==> src/rtl/xsim_dma_burst_initiator_pkg.sv <==
// Shared types and constants for the xsim DMA burst initiator.
package xsim_dma_pkg;

  typedef enum logic [1:0] {
    IDLE,
    READ,
    WRITE,
    DONE
  } state_t;

  localparam int unsigned WORD_BYTES = 4;
  localparam logic [3:0]  BYTEEN_ALL = 4'hF;
  localparam logic [31:0] RESET_FILL = 32'haaaaaaaa;

endpackage

==> src/rtl/xsim_dma_burst_initiator_if.sv <==
// Responder-side bus between the burst initiator and the DPI-backed DMA model.
interface xsim_dma_burst_initiator_if;

  logic        dma_rdy_readrequest;
  logic        dma_en_readrequest;
  logic [31:0] dma_readrequest_addr;
  logic [31:0] dma_readrequest_handle;
  logic        dma_rdy_readresponse;
  logic        dma_en_readresponse;
  logic [31:0] dma_readresponse_data;
  logic        dma_en_write32;
  logic [31:0] dma_write32_addr;
  logic [31:0] dma_write32_handle;
  logic [31:0] dma_write32_data;
  logic [3:0]  dma_write32_byteenable;

  modport master (
    input  dma_rdy_readrequest,
    output dma_en_readrequest,
    output dma_readrequest_addr,
    output dma_readrequest_handle,
    input  dma_rdy_readresponse,
    output dma_en_readresponse,
    input  dma_readresponse_data,
    output dma_en_write32,
    output dma_write32_addr,
    output dma_write32_handle,
    output dma_write32_data,
    output dma_write32_byteenable
  );

  modport slave (
    output dma_rdy_readrequest,
    input  dma_en_readrequest,
    input  dma_readrequest_addr,
    input  dma_readrequest_handle,
    output dma_rdy_readresponse,
    input  dma_en_readresponse,
    output dma_readresponse_data,
    input  dma_en_write32,
    input  dma_write32_addr,
    input  dma_write32_handle,
    input  dma_write32_data,
    input  dma_write32_byteenable
  );

endinterface

==> src/rtl/xsim_dma_burst_initiator_fifo.sv <==
// Synchronous read-data FIFO; flush empties it. Caller never pushes when full or pops when empty.
module xsim_dma_fifo #(
  parameter int unsigned DEPTH = 4,
  parameter int unsigned WIDTH = 32
) (
  input  logic                       CLK,
  input  logic                       flush,
  input  logic                       push,
  input  logic                       pop,
  input  logic [WIDTH-1:0]           din,
  output logic [WIDTH-1:0]           head,
  output logic [$clog2(DEPTH+1)-1:0] count,
  output logic                       empty
);

  localparam int unsigned AW = $clog2(DEPTH);
  localparam int unsigned CW = $clog2(DEPTH + 1);

  logic [WIDTH-1:0] mem [DEPTH];
  logic [AW-1:0]    wr_ptr;
  logic [AW-1:0]    rd_ptr;

  always_ff @(posedge CLK) begin
    if (push) mem[wr_ptr] <= din;
  end

  always_ff @(posedge CLK) begin
    if (flush) begin
      wr_ptr <= '0;
      rd_ptr <= '0;
      count  <= '0;
    end else begin
      if (push) wr_ptr <= wr_ptr + AW'(1);
      if (pop)  rd_ptr <= rd_ptr + AW'(1);
      count <= count + CW'(push) - CW'(pop);
    end
  end

  assign head  = mem[rd_ptr];
  assign empty = (count == '0);

endmodule

==> src/rtl/xsim_dma_burst_initiator.sv <==
// Converts word bursts into single-word DMA responder transactions; read data is buffered and streamed.
module xsim_dma_burst_initiator
  import xsim_dma_pkg::*;
#(
  parameter int unsigned DEPTH = 4,
  parameter int unsigned LEN_W = 16
) (
  input  logic             CLK,
  input  logic             RST,
  input  logic             cmd_valid,
  output logic             cmd_ready,
  input  logic             cmd_write,
  input  logic [31:0]      cmd_handle,
  input  logic [31:0]      cmd_addr,
  input  logic [LEN_W-1:0] cmd_words,
  output logic             rd_valid,
  input  logic             rd_ready,
  output logic [31:0]      rd_data,
  output logic             rd_last,
  input  logic             wr_valid,
  output logic             wr_ready,
  input  logic [31:0]      wr_data,
  input  logic [3:0]       wr_byteen,
  output logic             done,
  xsim_dma_burst_initiator_if.master dma
);

  localparam int unsigned CW = $clog2(DEPTH + 1);
  localparam int unsigned IW = CW + 1;

  state_t           state_q, state_d;
  logic [31:0]      handle_q;
  logic [31:0]      addr_q;
  logic [LEN_W-1:0] req_left;
  logic [LEN_W-1:0] beat_left;
  logic             outstanding;

  logic [CW-1:0]    fifo_count;
  logic             fifo_empty;
  logic [IW-1:0]    inflight;

  logic cmd_fire, req_issue, resp_take, rd_fire, wr_fire;

  assign inflight = {1'b0, fifo_count} + IW'(outstanding);

  always_ff @(posedge CLK) begin
    if (RST) state_q <= IDLE;
    else     state_q <= state_d;
  end

  always_comb begin
    state_d   = state_q;
    cmd_ready = 1'b0;
    wr_ready  = 1'b0;
    rd_valid  = 1'b0;
    rd_last   = 1'b0;
    done      = 1'b0;
    cmd_fire  = 1'b0;
    req_issue = 1'b0;
    resp_take = 1'b0;
    rd_fire   = 1'b0;
    wr_fire   = 1'b0;
    case (state_q)
      IDLE: begin
        cmd_ready = 1'b1;
        cmd_fire  = cmd_valid;
        if (cmd_valid) begin
          if (cmd_words == '0) state_d = DONE;
          else if (cmd_write)  state_d = WRITE;
          else                 state_d = READ;
        end
      end
      READ: begin
        // Credit uses registered occupancy only; the last term keeps a single request in flight
        // even if the responder has not yet answered the previous one.
        req_issue = (req_left != '0) && dma.dma_rdy_readrequest && (inflight < IW'(DEPTH))
                    && (!outstanding || dma.dma_rdy_readresponse);
        resp_take = outstanding && dma.dma_rdy_readresponse;
        rd_valid  = !fifo_empty;
        rd_last   = rd_valid && (beat_left == LEN_W'(1));
        rd_fire   = rd_valid && rd_ready;
        if (rd_fire && beat_left == LEN_W'(1)) state_d = DONE;
      end
      WRITE: begin
        wr_ready = 1'b1;
        wr_fire  = wr_valid;
        if (wr_fire && beat_left == LEN_W'(1)) state_d = DONE;
      end
      DONE: begin
        done    = 1'b1;
        state_d = IDLE;
      end
      default: state_d = IDLE;
    endcase
  end

  always_ff @(posedge CLK) begin
    if (RST) begin
      handle_q    <= RESET_FILL;
      addr_q      <= RESET_FILL;
      req_left    <= '0;
      beat_left   <= '0;
      outstanding <= 1'b0;
    end else begin
      if (cmd_fire) begin
        handle_q  <= cmd_handle;
        addr_q    <= cmd_addr & ~32'(WORD_BYTES - 1);
        req_left  <= cmd_words;
        beat_left <= cmd_words;
      end
      if (req_issue || wr_fire) addr_q    <= addr_q + 32'(WORD_BYTES);
      if (req_issue)            req_left  <= req_left - LEN_W'(1);
      if (rd_fire || wr_fire)   beat_left <= beat_left - LEN_W'(1);
      if (req_issue)            outstanding <= 1'b1;
      else if (resp_take)       outstanding <= 1'b0;
    end
  end

  xsim_dma_fifo #(
    .DEPTH (DEPTH),
    .WIDTH (32)
  ) u_fifo (
    .CLK   (CLK),
    .flush (RST),
    .push  (resp_take),
    .pop   (rd_fire),
    .din   (dma.dma_readresponse_data),
    .head  (rd_data),
    .count (fifo_count),
    .empty (fifo_empty)
  );

  assign dma.dma_en_readrequest     = req_issue;
  assign dma.dma_readrequest_addr   = addr_q;
  assign dma.dma_readrequest_handle = handle_q;
  assign dma.dma_en_readresponse    = resp_take;
  assign dma.dma_en_write32         = wr_fire;
  assign dma.dma_write32_addr       = addr_q;
  assign dma.dma_write32_handle     = handle_q;
  assign dma.dma_write32_data       = wr_data;
  assign dma.dma_write32_byteenable = wr_byteen;

endmodule
==> src/flat_wrapper.sv <==
// flat-port wrapper written by rule: the top's interface ports become plain ports
module xsim_dma_burst_initiator_flat import xsim_dma_pkg::*;
#(
  parameter int unsigned DEPTH = 4,
  parameter int unsigned LEN_W = 16
)
  (CLK, RST, cmd_valid, cmd_ready, cmd_write, cmd_handle, cmd_addr, cmd_words, rd_valid, rd_ready, rd_data, rd_last, wr_valid, wr_ready, wr_data, wr_byteen, done, dma_dma_rdy_readrequest, dma_dma_en_readrequest, dma_dma_readrequest_addr, dma_dma_readrequest_handle, dma_dma_rdy_readresponse, dma_dma_en_readresponse, dma_dma_readresponse_data, dma_dma_en_write32, dma_dma_write32_addr, dma_dma_write32_handle, dma_dma_write32_data, dma_dma_write32_byteenable);
  xsim_dma_burst_initiator_if dma_i ();
  input  logic CLK;
  input  logic RST;
  input  logic cmd_valid;
  output logic cmd_ready;
  input  logic cmd_write;
  input  logic [31:0] cmd_handle;
  input  logic [31:0] cmd_addr;
  input  logic [LEN_W-1:0] cmd_words;
  output logic rd_valid;
  input  logic rd_ready;
  output logic [31:0] rd_data;
  output logic rd_last;
  input  logic wr_valid;
  output logic wr_ready;
  input  logic [31:0] wr_data;
  input  logic [3:0] wr_byteen;
  output logic done;
  input wire logic [$bits(dma_i.dma_rdy_readrequest)-1:0] dma_dma_rdy_readrequest;
  output wire logic [$bits(dma_i.dma_en_readrequest)-1:0] dma_dma_en_readrequest;
  output wire logic [$bits(dma_i.dma_readrequest_addr)-1:0] dma_dma_readrequest_addr;
  output wire logic [$bits(dma_i.dma_readrequest_handle)-1:0] dma_dma_readrequest_handle;
  input wire logic [$bits(dma_i.dma_rdy_readresponse)-1:0] dma_dma_rdy_readresponse;
  output wire logic [$bits(dma_i.dma_en_readresponse)-1:0] dma_dma_en_readresponse;
  input wire logic [$bits(dma_i.dma_readresponse_data)-1:0] dma_dma_readresponse_data;
  output wire logic [$bits(dma_i.dma_en_write32)-1:0] dma_dma_en_write32;
  output wire logic [$bits(dma_i.dma_write32_addr)-1:0] dma_dma_write32_addr;
  output wire logic [$bits(dma_i.dma_write32_handle)-1:0] dma_dma_write32_handle;
  output wire logic [$bits(dma_i.dma_write32_data)-1:0] dma_dma_write32_data;
  output wire logic [$bits(dma_i.dma_write32_byteenable)-1:0] dma_dma_write32_byteenable;
  assign dma_i.dma_rdy_readrequest = dma_dma_rdy_readrequest;
  assign dma_dma_en_readrequest = dma_i.dma_en_readrequest;
  assign dma_dma_readrequest_addr = dma_i.dma_readrequest_addr;
  assign dma_dma_readrequest_handle = dma_i.dma_readrequest_handle;
  assign dma_i.dma_rdy_readresponse = dma_dma_rdy_readresponse;
  assign dma_dma_en_readresponse = dma_i.dma_en_readresponse;
  assign dma_i.dma_readresponse_data = dma_dma_readresponse_data;
  assign dma_dma_en_write32 = dma_i.dma_en_write32;
  assign dma_dma_write32_addr = dma_i.dma_write32_addr;
  assign dma_dma_write32_handle = dma_i.dma_write32_handle;
  assign dma_dma_write32_data = dma_i.dma_write32_data;
  assign dma_dma_write32_byteenable = dma_i.dma_write32_byteenable;
  xsim_dma_burst_initiator #(.DEPTH(DEPTH), .LEN_W(LEN_W)) u_core (.CLK(CLK), .RST(RST), .cmd_valid(cmd_valid), .cmd_ready(cmd_ready), .cmd_write(cmd_write), .cmd_handle(cmd_handle), .cmd_addr(cmd_addr), .cmd_words(cmd_words), .rd_valid(rd_valid), .rd_ready(rd_ready), .rd_data(rd_data), .rd_last(rd_last), .wr_valid(wr_valid), .wr_ready(wr_ready), .wr_data(wr_data), .wr_byteen(wr_byteen), .done(done), .dma(dma_i));
endmodule
==> config.mk <==
export PLATFORM = sky130hd
export DESIGN_NAME = xsim_dma_burst_initiator_flat
export DESIGN_NICKNAME = d
export VERILOG_FILES = /design/src/rtl/xsim_dma_burst_initiator_pkg.sv /design/src/rtl/xsim_dma_burst_initiator_if.sv /design/src/rtl/xsim_dma_burst_initiator_fifo.sv /design/src/rtl/xsim_dma_burst_initiator.sv /design/src/flat_wrapper.sv
export SDC_FILE = /design/constraint.sdc
export NUM_CORES = 1
export LEC_CHECK = 0
export CAP_MARGIN = 0
export CORE_ASPECT_RATIO = 0.7
export CORE_MARGIN = 4
export CORE_UTILIZATION = 46
export DETAILED_ROUTE_END_ITERATION = 6
export GPL_TIMING_DRIVEN = 0
export PLACE_DENSITY = 0.82
export SLEW_MARGIN = 30
export SYNTH_ARGS = -nofsm -noshare
export SYNTH_HDL_FRONTEND = slang
export SYNTH_SLANG_ARGS = --single-unit
==> constraint.sdc <==
create_clock -name CLK -period 3 [get_ports CLK]
set_input_delay 0.3 -clock CLK [delete_from_list [all_inputs] [get_ports CLK]]
set_output_delay 0.3 -clock CLK [all_outputs]
set_load 0.05 [all_outputs]
==> impl_metrics.json, run 1 <==
{
  "grt_pass1_vias": 8761,
  "via_per_inst": 5.517,
  "finalCriticalPeriod_ns": 2.851,
  "grt_overflow_total": 0,
  "syn_area_um2": 10710,
  "clk_latency_ns": 0.50,
  "drt-total-wl_mm": 33.83,
  "crit_chain": "inv_1, ha_1, nor3b_2, and3_2, nand2b_4, nand2_1, inv_2, buf_2",
  "ys_ff_latch": 235,
  "crit_type": "flop to output port",
  "numPortBuffers": 318,
  "clock_path_buffers": 3,
  "cp_slowest_stage_delay_ns": 0.37,
  "slew_headroom_pct": 48.48,
  "async_reset_ff_share_pct": 0,
  "skew_ns": 0.01861,
  "drc": 0,
  "timing.critical_path.buf_inv": 3,
  "yosysUniqueCellTypes": 68,
  "worstMarginPinSlew_ns": 0.7728,
  "antenna_found_initial": 0,
  "fmax_mhz": 350.7,
  "pre_cts_ws_ns": -0.3316,
  "synth_edf_count": 128,
  "grtUsageTotal_pct": 24.82,
  "cts_made_buffers": 23,
  "final_common_cell": "clkdlybuf4s50_1",
  "drt_pre_antenna_iters": 6,
  "rows": 46,
  "clock-sinks": 235,
  "holdWs_ns": 0.3470,
  "syn_to_final_growth_pct": 42.57,
  "crit_path_end_kind": "output port",
  "p_leak_uw": 0.005781,
  "hpwl_mm": 25.22,
  "rsz0062_at_grt": "false",
  "drv_cap": 0,
  "tns_ns": 0,
  "finish.instance_area_um2": 15270,
  "tritoncts": "built",
  "num_antenna_cells": 0,
  "num_vias": 9054,
  "final_antenna_net_count": 0,
  "core-area_um2": 22790,
  "ioPinCount": 360,
  "clkTransAtPathRegs_ns": 0.06,
  "die-area_um2": 25830,
  "critPathRequiredTime_ns": 2.70,
  "die-height_um": 135.7,
  "min_path_type": "primary input to flop",
  "syn_inst": 963,
  "ys_seq_area_share_pct": 55.87,
  "nNetsFinal": 1485,
  "start_util_pct": 47.00,
  "status": "complete, no violations",
  "p_total_uw": 11900,
  "drt_iter0_markers": 907,
  "gp_congestion": 0.9164,
  "synthFlopType": "edfxtp_1",
  "layout-drive-gt1-share_pct": 16.10,
  "root_buffer": "clkbuf_16",
  "report.final.slew_viol_count": 0,
  "wire_per_inst_um": 20.61,
  "placed_area_um2": 14380,
  "crit_slowest_cell": "dfxtp_1",
  "yosysWarnings": 0,
  "critPathTopFamily": "simple AND/OR/NAND/NOR gates",
  "irDropWorstVdd_uv": 413.8,
  "fill_cells": 1724,
  "grt_max_degree": 25,
  "final-setup-viol-count": 0,
  "avgSynthCellArea_um2": 11.12,
  "die_x_um": 190.4,
  "power.density_nw_per_um2": 778.9,
  "cts_max_level": 1,
  "critPathLaunchType": "flop",
  "layout_setup_ws_ns": 0.1486,
  "hold_violations": 0,
  "worstPathArrival_ns": 2.55,
  "layout_common_cells": "clkdlybuf4s50_1 (286), nand2_1 (128), edfxtp_1 (128)",
  "grt_pass1_wl_mm": 50.23,
  "crit_path_max_fanout": 10,
  "finalCritPeriodShare_pct": 95.05
}
what timing repair did:
| action | in CTS | in global routing |
|---|---|---|
| setup buffers | 0 | 2 |
| hold buffers | 0 | 0 |
| gates resized for setup | 30 | 33 |
| setup endpoints to repair | 32 | 27 |
| pin swaps | 0 | 2 |
synth_stat cells, drive strengths merged, types with 4 or more instances:
| cell type | number | area share [%] |
|---|---|---|
| nand2 | 129 | 4.5 |
| edfxtp | 128 | 36 |
| buf | 116 | 7.9 |
| dfxtp | 107 | 20 |
| nor2 | 62 | 2.2 |
| a21oi | 51 | 2.5 |
| nand3 | 40 | 1.9 |
| nor3 | 34 | 1.6 |
| o21ai | 33 | 1.6 |
| mux4 | 32 | 6.7 |
| clkbuf | 29 | 1.0 |
| inv | 26 | 0.91 |
| a31oi | 18 | 1.1 |
| ha | 15 | 1.8 |
| nor4 | 13 | 0.88 |
| or3 | 13 | 0.81 |
| a211oi | 9 | 0.72 |
| and3 | 9 | 0.53 |
| nand4 | 8 | 0.47 |
| o211ai | 7 | 0.49 |
| a221oi | 6 | 0.49 |
| a222oi | 6 | 0.56 |
| and2 | 6 | 0.35 |
| o22ai | 5 | 0.29 |
| a21o | 4 | 0.28 |
| o311ai | 4 | 0.33 |
| or2 | 4 | 0.23 |
worst register-to-register path: stages, from the launching register on:
cell and delay (ns):
dfxtp_1 0.38, inv_1 0.09, ha_1 0.29, nand2_1 0.21, buf_1 0.50, clkbuf_1 0.54, buf_1 0.45, nand2_1 0.13
nand3_1 0.10
registers in the layout, summed over array words and instances, names as in the netlist, named ones only:
signal,count
u_core.u_fifo.rd_ptr,2
u_core.outstanding,1
u_core.dma.dma_readrequest_handle,32
u_core.u_fifo.wr_ptr,2
u_core.u_fifo.mem,128
u_core.beat_left,16
u_core.req_left,16
u_core.state_q,2
u_core.u_fifo.count,3
u_core.dma.dma_readrequest_addr,31
layer usage:
| layer | wire, µm | global-route usage [%] | vias up | part of all wire [%] |
|---|---|---|---|---|
| met5 | 0 | 0 | - | 0 |
| met4 | 838 | 6.300 | 0 | 2.5 |
| li1 | - | - | 4144 | - |
| met2 | 16160 | 40.82 | 485 | 48 |
| met3 | 2941 | 4.688 | 62 | 8.7 |
| met1 | 13890 | 34.33 | 4363 | 41 |
worst paths after layout:
check / from / endpoint / slack (ns) / depth (start not counted)
setup / recovery: u_core.req_left[0] / dma_dma_en_readrequest / 0.15 / 8
hold / removal: cmd_handle[10] / u_core.dma.dma_readrequest_handle[10] / 0.35 / 3
setup reg to reg: u_core.state_q[0] / u_core.dma.dma_readrequest_handle[27] / 0.25 / 8
hold reg to reg: u_core.dma.dma_readrequest_handle[30] / u_core.dma.dma_readrequest_handle[30] / 0.48 / 2
stage by stage:
stage / instances / utilization (%)
after global placement: 1594 / 62.70
final: 1641 / 67.01
after CTS: 1639 / 66.63
after floorplan: 964 / -
after global routing: 1641 / 67.01
after detailed placement: 1598 / 63.07
logic make-up (layout without fill, tap and decap cells):
family / count (synthesis) / after routing / synth area share [%]
buf+inv: 171 / 536 / 9.846
compound gates: 171 / 171 / 10.59
mux: 34 / 34 / 6.914
fa+ha+maj: 16 / 16 / 1.939
other cells: 1 / 2 / 0.03500
simple gates: 331 / 331 / 14.47
xor+xnor: 4 / 4 / 0.3271
flops: 235 / 235 / 55.87
power by group:
group / internal (µW) / total [µW] / leakage [µW] / switching (µW)
Sequential: 3710 / 4090 / 0.00203 / 389
Combinational: 1730 / 4790 / 0.00336 / 3060
Clock: 1840 / 3010 / 0.000393 / 1170
area by class of cell:
cell class / instances / area [µm²] / share of cell area (%)
flip-flops and latches: 235 / 5986 / 39.19
well taps: 312 / 390.4 / 2.556
multi-input cells: 558 / 3710 / 24.29
clock inverters: 6 / 102.6 / 0.6717
clock buffers: 35 / 690.7 / 4.522
repair buffers: 324 / 3327 / 21.78
inverters: 26 / 97.59 / 0.6390
plain buffers: 145 / 969.7 / 6.349
Power figures use the tool's default switching activity.
==> run 2: changes to the inputs <==
==> constraint.sdc (replaced) <==
create_clock -name CLK -period 3 [get_ports CLK]
set_input_delay 0.3 -clock CLK [delete_from_list [all_inputs] [get_ports CLK]]
set_output_delay 0.3 -clock CLK [all_outputs]
set_load 0.02 [all_outputs]
==> run 2 against run 1 <==
Net effect:
- largest cell class unchanged
- first-iteration DRC count is 1.2% higher
- combinational power is 19% lower
- register-to-register slack hardly changed
- via count is 0.49% lower
- clock-buffer cell count stayed put
- clock skew is 0.00088 ns lower
- setup slack worse by 0.070 ns
- sequential power hardly changed
- design area is 0.42% lower
- critical path depth stayed put
==> impl_metrics.json, run 2 (synthesis results as in run 1) <==
{
  "status": "complete, no violations",
  "crit_path_max_fanout": 10,
  "core-area_um2": 22790,
  "crit_type": "flop to output port",
  "finalCriticalPeriod_ns": 2.921,
  "regToRegSetupSlack_ns": 0.24,
  "placed_area_um2": 14380,
  "power.switching_uw": 3689,
  "largest_register": "u_core.u_fifo.mem",
  "final-setup-viol-count": 0,
  "crit_path_end_kind": "output port",
  "numPortBuffers": 318,
  "worstMarginPinSlew_ns": 0.7650,
  "power.density_nw_per_um2": 721.4,
  "final_common_cell": "clkdlybuf4s50_1",
  "num_vias": 9010,
  "drv_cap": 0,
  "p_int_uw": 7283,
  "hold_violations": 0,
  "tritoncts": "built",
  "critPathLaunchType": "flop",
  "fmax_mhz": 342.3,
  "drc": 0,
  "finalCritPeriodShare_pct": 97.37,
  "root_buffer": "clkbuf_16",
  "clock-sinks": 235,
  "crit_chain": "inv_1, ha_1, nor3b_4, and3_2, nand2b_4, nand2_1, inv_2, dlygate4sd2_1",
  "cts_made_buffers": 23,
  "whs_endpoint": "u_core.dma.dma_readrequest_handle[10]",
  "rr_worst_depth": 8,
  "cts_max_level": 1,
  "grt_max_degree": 25,
  "hold_buffers": 0,
  "clock_path_buffers": 3,
  "grt_overflow_total": 0,
  "worstPathArrival_ns": 2.62,
  "critPathRequiredTime_ns": 2.70,
  "drt_iter0_markers": 918,
  "grt_util_met2_pct": 40.82,
  "power.share.clock_pct": 27.4,
  "skew_ns": 0.01773,
  "seq_power_share_pct": 37.3,
  "cp_slowest_stage_delay_ns": 0.36,
  "grt_pass1_wl_mm": 50.23,
  "hold_path.startpoint": "cmd_handle[10]",
  "fill_cells": 1732,
  "largest_reg_flops": 128,
  "timing.rr.end": "u_core.dma.dma_readrequest_handle[27]",
  "gp_congestion": 0.9164,
  "rows": 46,
  "sw_frac_of_total_pct": 33.62,
  "die-height_um": 135.7,
  "die-area_um2": 25830,
  "report.final.slew_viol_count": 0,
  "num_antenna_cells": 0,
  "tns_ns": 0,
  "antenna_found_initial": 0,
  "nNetsFinal": 1485,
  "r2r-start": "u_core.state_q[0]",
  "crit_slowest_cell": "dlygate4sd2_1",
  "p_comb_share_pct": 35.3,
  "post-route-util_pct": 66.73,
  "p_total_uw": 10970,
  "start_util_pct": 47.00,
  "syn_to_final_growth_pct": 41.98,
  "drt_pre_antenna_iters": 6,
  "finish.instance_area_um2": 15210,
  "irDropWorstVdd_uv": 414.4,
  "min_path_type": "primary input to flop",
  "p_leak_uw": 0.005547,
  "drt-total-wl_mm": 33.63,
  "grt_pass1_vias": 8761,
  "hpwl_mm": 25.22,
  "ioPinCount": 360,
  "wire_per_inst_um": 20.50,
  "clkTransAtPathRegs_ns": 0.06,
  "die_x_um": 190.4,
  "holdWs_ns": 0.3491,
  "grtUsageTotal_pct": 24.82,
  "clk_latency_ns": 0.50,
  "grt.busiest_layer": "met2",
  "hold_depth": 3,
  "grtUsageMet3_pct": 4.688,
  "via_per_inst": 5.491,
  "layout-drive-gt1-share_pct": 15.80,
  "slew_headroom_pct": 49.00,
  "layout_common_cells": "clkdlybuf4s50_1 (316), nand2_1 (128), edfxtp_1 (128)",
  "grt_util_met1_pct": 34.33,
  "final_antenna_net_count": 0,
  "rsz0062_at_grt": "true"
}
==> run 2: power groups by stage <==
| stage | sequential, µW | clock, µW | combinational [µW] |
|---|---|---|---|
| CTS | 4070 | 3060 | 3800 |
| global route | 4130 | 3200 | 4130 |
| detailed placement | 4140 | 0 | 3770 |
| global placement | 4120 | 0 | 3700 |
| floorplan | 4250 | 0 | 2080 |
| finish | 4090 | 3010 | 3870 |
==> run 2: how the worst max path moves through the flow <==
stage                                         from                     end  slack (ns)  depth (start not counted)
after floorplan                  u_core.state_q[1]  u_core.u_fifo.count[2]        0.65                         11
after global placement    dma_dma_rdy_readresponse  dma_dma_en_readrequest       -0.10                          7
after detailed placement  dma_dma_rdy_readresponse  dma_dma_en_readrequest       -0.13                          7
after CTS                      u_core.beat_left[6]                 rd_last       0.004                          6
after global routing                          flop             rd_data[27]       -0.09                          4
final                           u_core.req_left[0]  dma_dma_en_readrequest        0.08                          8
==> run 2: what timing repair did <==
| item | in CTS | in global routing |
|---|---|---|
| gates resized for setup | 18 | 3 |
| endpoints found under the setup margin | 32 | 32 |
| pin swaps | 0 | 1 |
| buffers inserted | 0 | 2 |
==> run 2: through the flow <==
| stage | std cells | worst slack [ns] |
|---|---|---|
| after detailed placement | 1598 | -0.1325 |
| after global placement | 1594 | -0.1046 |
| after global routing | 1641 | -0.08946 |
| after CTS | 1639 | 0.003564 |
| after floorplan | 964 | 0.6492 |
| final | 1641 | 0.07883 |
==> run 2: area by class of cell <==
| type | count | area, µm² | area share (%) |
|---|---|---|---|
| Sequential cell | 235 | 5986 | 39.36 |
| Multi-Input combinational cell | 558 | 3710 | 24.39 |
| Timing Repair Buffer | 324 | 3272 | 21.51 |
| Buffer | 145 | 960.9 | 6.318 |
| Clock buffer | 35 | 690.7 | 4.541 |
| Tap cell | 312 | 390.4 | 2.567 |
| Clock inverter | 6 | 102.6 | 0.6746 |
| Inverter | 26 | 97.59 | 0.6417 |
==> run 2: routing by layer <==
layer	up-vias	part of all wire [%]
met5	-	0
met2	470	48
met4	0	2.5
met3	65	8.6
li1	4146	-
met1	4329	41
==> run 2: worst max-delay path: cells and delay by family (launching register included) <==
| family | cells | cell delay, ns |
|---|---|---|
| buffers and inverters | 3 | 0.61 |
| and+or+nand+nor | 4 | 0.92 |
| adders and majority gates | 1 | 0.25 |
| DFF | 1 | 0.33 |
==> run 3: changes to the inputs <==
--- a/config.mk
+++ b/config.mk
@@ -7,12 +7,13 @@
 export LEC_CHECK = 0
 export CAP_MARGIN = 0
 export CORE_ASPECT_RATIO = 0.7
-export CORE_MARGIN = 4
 export CORE_UTILIZATION = 46
 export DETAILED_ROUTE_END_ITERATION = 6
 export GPL_TIMING_DRIVEN = 0
-export PLACE_DENSITY = 0.82
+export MAX_ROUTING_LAYER = met4
+export PLACE_DENSITY = 0.81
 export SLEW_MARGIN = 30
 export SYNTH_ARGS = -nofsm -noshare
 export SYNTH_HDL_FRONTEND = slang
+export SYNTH_HIERARCHICAL = 1
 export SYNTH_SLANG_ARGS = --single-unit
==> run 3 against run 2 <==
Net effect:
- first-iteration DRC count is 0.22% lower
- die area is 6.1% lower
- synthesized cell count is 2.7% lower
- total power is 0.77% higher
- sequential cell count stayed put
- critical path depth stayed put
- wire length is 5.9% lower
- non-clock buffer count is 7 lower
- clock skew is 0.0023 ns higher
- combinational power hardly changed
- global-route usage is 0.97 points higher
- critical path type unchanged
==> impl_metrics.json, run 3 <==
{
  "cts_setup_buffers": 0,
  "regToRegSetupSlack_ns": 0.30,
  "synth_top_family_by_area": "simple AND/OR/NAND/NOR gates",
  "crit_path_end_kind": "output port",
  "power.switching_uw": 3745,
  "clk_latency_ns": 0.52,
  "power.share.clock_pct": 28.2,
  "irDropWorstVdd_uv": 361.5,
  "ys_seq_area_share_pct": 55.06,
  "die-area_um2": 24260,
  "ioPinCount": 360,
  "cts_max_level": 1,
  "finalCriticalPeriod_ns": 2.805,
  "yosysUniqueCellTypes": 81,
  "p_total_uw": 11060,
  "worstMarginPinSlew_ns": 0.8447,
  "synth_top_area_share_pct": 35.36,
  "drv_cap": 0,
  "critPathRequiredTime_ns": 2.70,
  "finalCritPeriodShare_pct": 93.50,
  "p_comb_share_pct": 34.7,
  "final_antenna_net_count": 0,
  "grt_overflow_total": 0,
  "grtUsageTotal_pct": 25.79,
  "start_util_pct": 47.45,
  "r2r-start": "u_core/u_fifo/count[2]",
  "grt_pass1_wl_mm": 45.95,
  "fmax_mhz": 356.5,
  "ys_ff_latch": 235,
  "min_path_type": "primary input to flop",
  "post-route-util_pct": 67.18,
  "drt_iter0_markers": 916,
  "power.density_nw_per_um2": 718.5,
  "syn_inst": 937,
  "clock_path_buffers": 3,
  "die_x_um": 185.7,
  "synth_area_leaders": "edfxtp_1 (35%), dfxtp_1 (20%), buf_4 (7.0%)",
  "status": "complete, no violations",
  "antenna_found_initial": 0,
  "nNetsFinal": 1459,
  "seqCellArea_um2": 5986,
  "root_buffer": "clkbuf_16",
  "yosysWarnings": 6,
  "synthAdderAreaFrac_pct": 1.796,
  "p_int_uw": 7312,
  "numPortBuffers": 319,
  "layout_common_cells": "clkdlybuf4s50_1 (317), edfxtp_1 (128), dfxtp_1 (107)",
  "hold_buffers": 0,
  "drt-total-wl_mm": 31.67,
  "hold_path.startpoint": "cmd_handle[22]",
  "synth_edf_count": 128,
  "synthXorXnorAreaFrac_pct": 0.5410,
  "syn_area_um2": 10870,
  "die-height_um": 130.6,
  "via_per_inst": 5.554,
  "fill_cells": 1751,
  "hpwl_mm": 23.21,
  "rsz0062_at_grt": "false",
  "worstPathArrival_ns": 2.50,
  "p_leak_uw": 0.005587,
  "core-area_um2": 22910,
  "num_antenna_cells": 0,
  "largest_register": "u_core/u_fifo/mem",
  "critPathLaunchType": "flop",
  "placed_area_um2": 14570,
  "tns_ns": 0,
  "syn_to_final_growth_pct": 41.56,
  "ys_top_cells_by_count": "edfxtp_1 (128), dfxtp_1 (107), buf_4 (102)",
  "grt_pass1_vias": 8270,
  "seq_power_share_pct": 37.1,
  "synth_compound_area_share_pct": 11.61,
  "clock-sinks": 235,
  "layout-drive-gt1-share_pct": 17.55,
  "synthMuxAreaShare_pct": 6.975,
  "clkTransAtPathRegs_ns": 0.06,
  "synthFlopType": "edfxtp_1",
  "crit_type": "flop to output port",
  "async_reset_ff_share_pct": 0,
  "rows": 46,
  "finish.instance_area_um2": 15390,
  "gp_congestion": 0.9830,
  "slew_headroom_pct": 43.56,
  "tritoncts": "built",
  "drc": 0,
  "skew_ns": 0.02005,
  "crit_path_max_fanout": 10,
  "report.final.slew_viol_count": 0,
  "final_common_cell": "clkdlybuf4s50_1",
  "largest_reg_flops": 128,
  "cts_made_buffers": 25,
  "synthSimpleGateAreaFrac_pct": 14.02,
  "multi_input_area_um2": 3820,
  "num_vias": 8981,
  "synthMostInstantiatedCell": "edfxtp_1",
  "crit_start": "u_core/req_left[0]",
  "hold_violations": 0,
  "synth_top_cell_by_area": "edfxtp_1",
  "wire_per_inst_um": 19.58,
  "sw_frac_of_total_pct": 33.87,
  "grt_max_degree": 25,
  "avgSynthCellArea_um2": 11.60,
  "final-setup-viol-count": 0,
  "drt_pre_antenna_iters": 7
}
-- run 3: metal layers --
metal | wire [µm] | track usage [%] | up-vias | share of wire, %
met5 | 0 | - | - | 0
met1 | 12800 | 34.28 | 4308 | 40
li1 | - | - | 4087 | -
met2 | 14980 | 40.28 | 536 | 47
met4 | 658 | 6.943 | 0 | 2.1
met3 | 3226 | 5.349 | 50 | 10
-- run 3: worst max-delay path, cell delays in order, from the launching register on --
cell and delay (ns):
dfxtp_1 0.33, inv_1 0.06, ha_1 0.19, nor4b_2 0.47, nand4_2 0.26, nand2_2 0.24
inv_2 0.06, buf_2 0.19, clkbuf_2 0.19
-- run 3: final timing paths --
check,to,depth (start not counted)
worst max-delay path,dma_dma_en_readrequest,8
worst min-delay path,u_core/dma.dma_readrequest_handle[22],3
worst max register to register,u_core/u_fifo/count[2],9
worst min register to register,u_core/dma.dma_readrequest_addr[1],2
-- run 3: stage by stage --
stage          setup slack [ns]  instances  hold slack (ns)
6_report                 0.1951       1617           0.3437
5_1_grt                 0.04604       1617           0.3369
4_1_cts                 0.02859       1617           0.3202
3_5_place_dp           -0.02161       1573           0.4575
3_3_place_gp           -0.03117       1569           0.4469
2_1_floorplan            0.6596        938           0.3716
-- run 3: cell type report --
type                    count  area share (%)
flip-flops and latches    235           38.90
multi-input cells         539           24.82
repair buffers            323           21.38
plain buffers             139           6.431
clock buffers              30           4.187
well taps                 312           2.537
clock inverters            14           1.138
inverters                  25          0.6098
-- run 3: repair_timing --
item,in CTS,in global routing
gates resized for setup,4,3
endpoints found under the setup margin,2,11
endpoints found under the hold margin,0,0
-- run 3: cell families (layout without fill, tap and decap cells) --
| group | after synthesis | count (layout) |
|---|---|---|
| AO/OA/AOI/OAI | 180 | 180 |
| buffers and inverters | 164 | 531 |
| XOR/XNOR | 5 | 5 |
| other | 1 | 2 |
| flip-flops | 235 | 235 |
| multiplexers | 35 | 35 |
| adder cells (fa/ha/maj) | 15 | 15 |
| AND/OR/NAND/NOR | 302 | 302 |
-- run 3: power groups by stage --
| stage | combinational, µW | sequential, µW | clock, µW |
|---|---|---|---|
| after floorplan | 2080 | 4280 | 0 |
| after global placement | 3690 | 4140 | 0 |
| after detailed placement | 3760 | 4150 | 0 |
| after CTS | 3790 | 4090 | 3160 |
| after global routing | 4060 | 4150 | 3290 |
| final | 3840 | 4100 | 3120 |
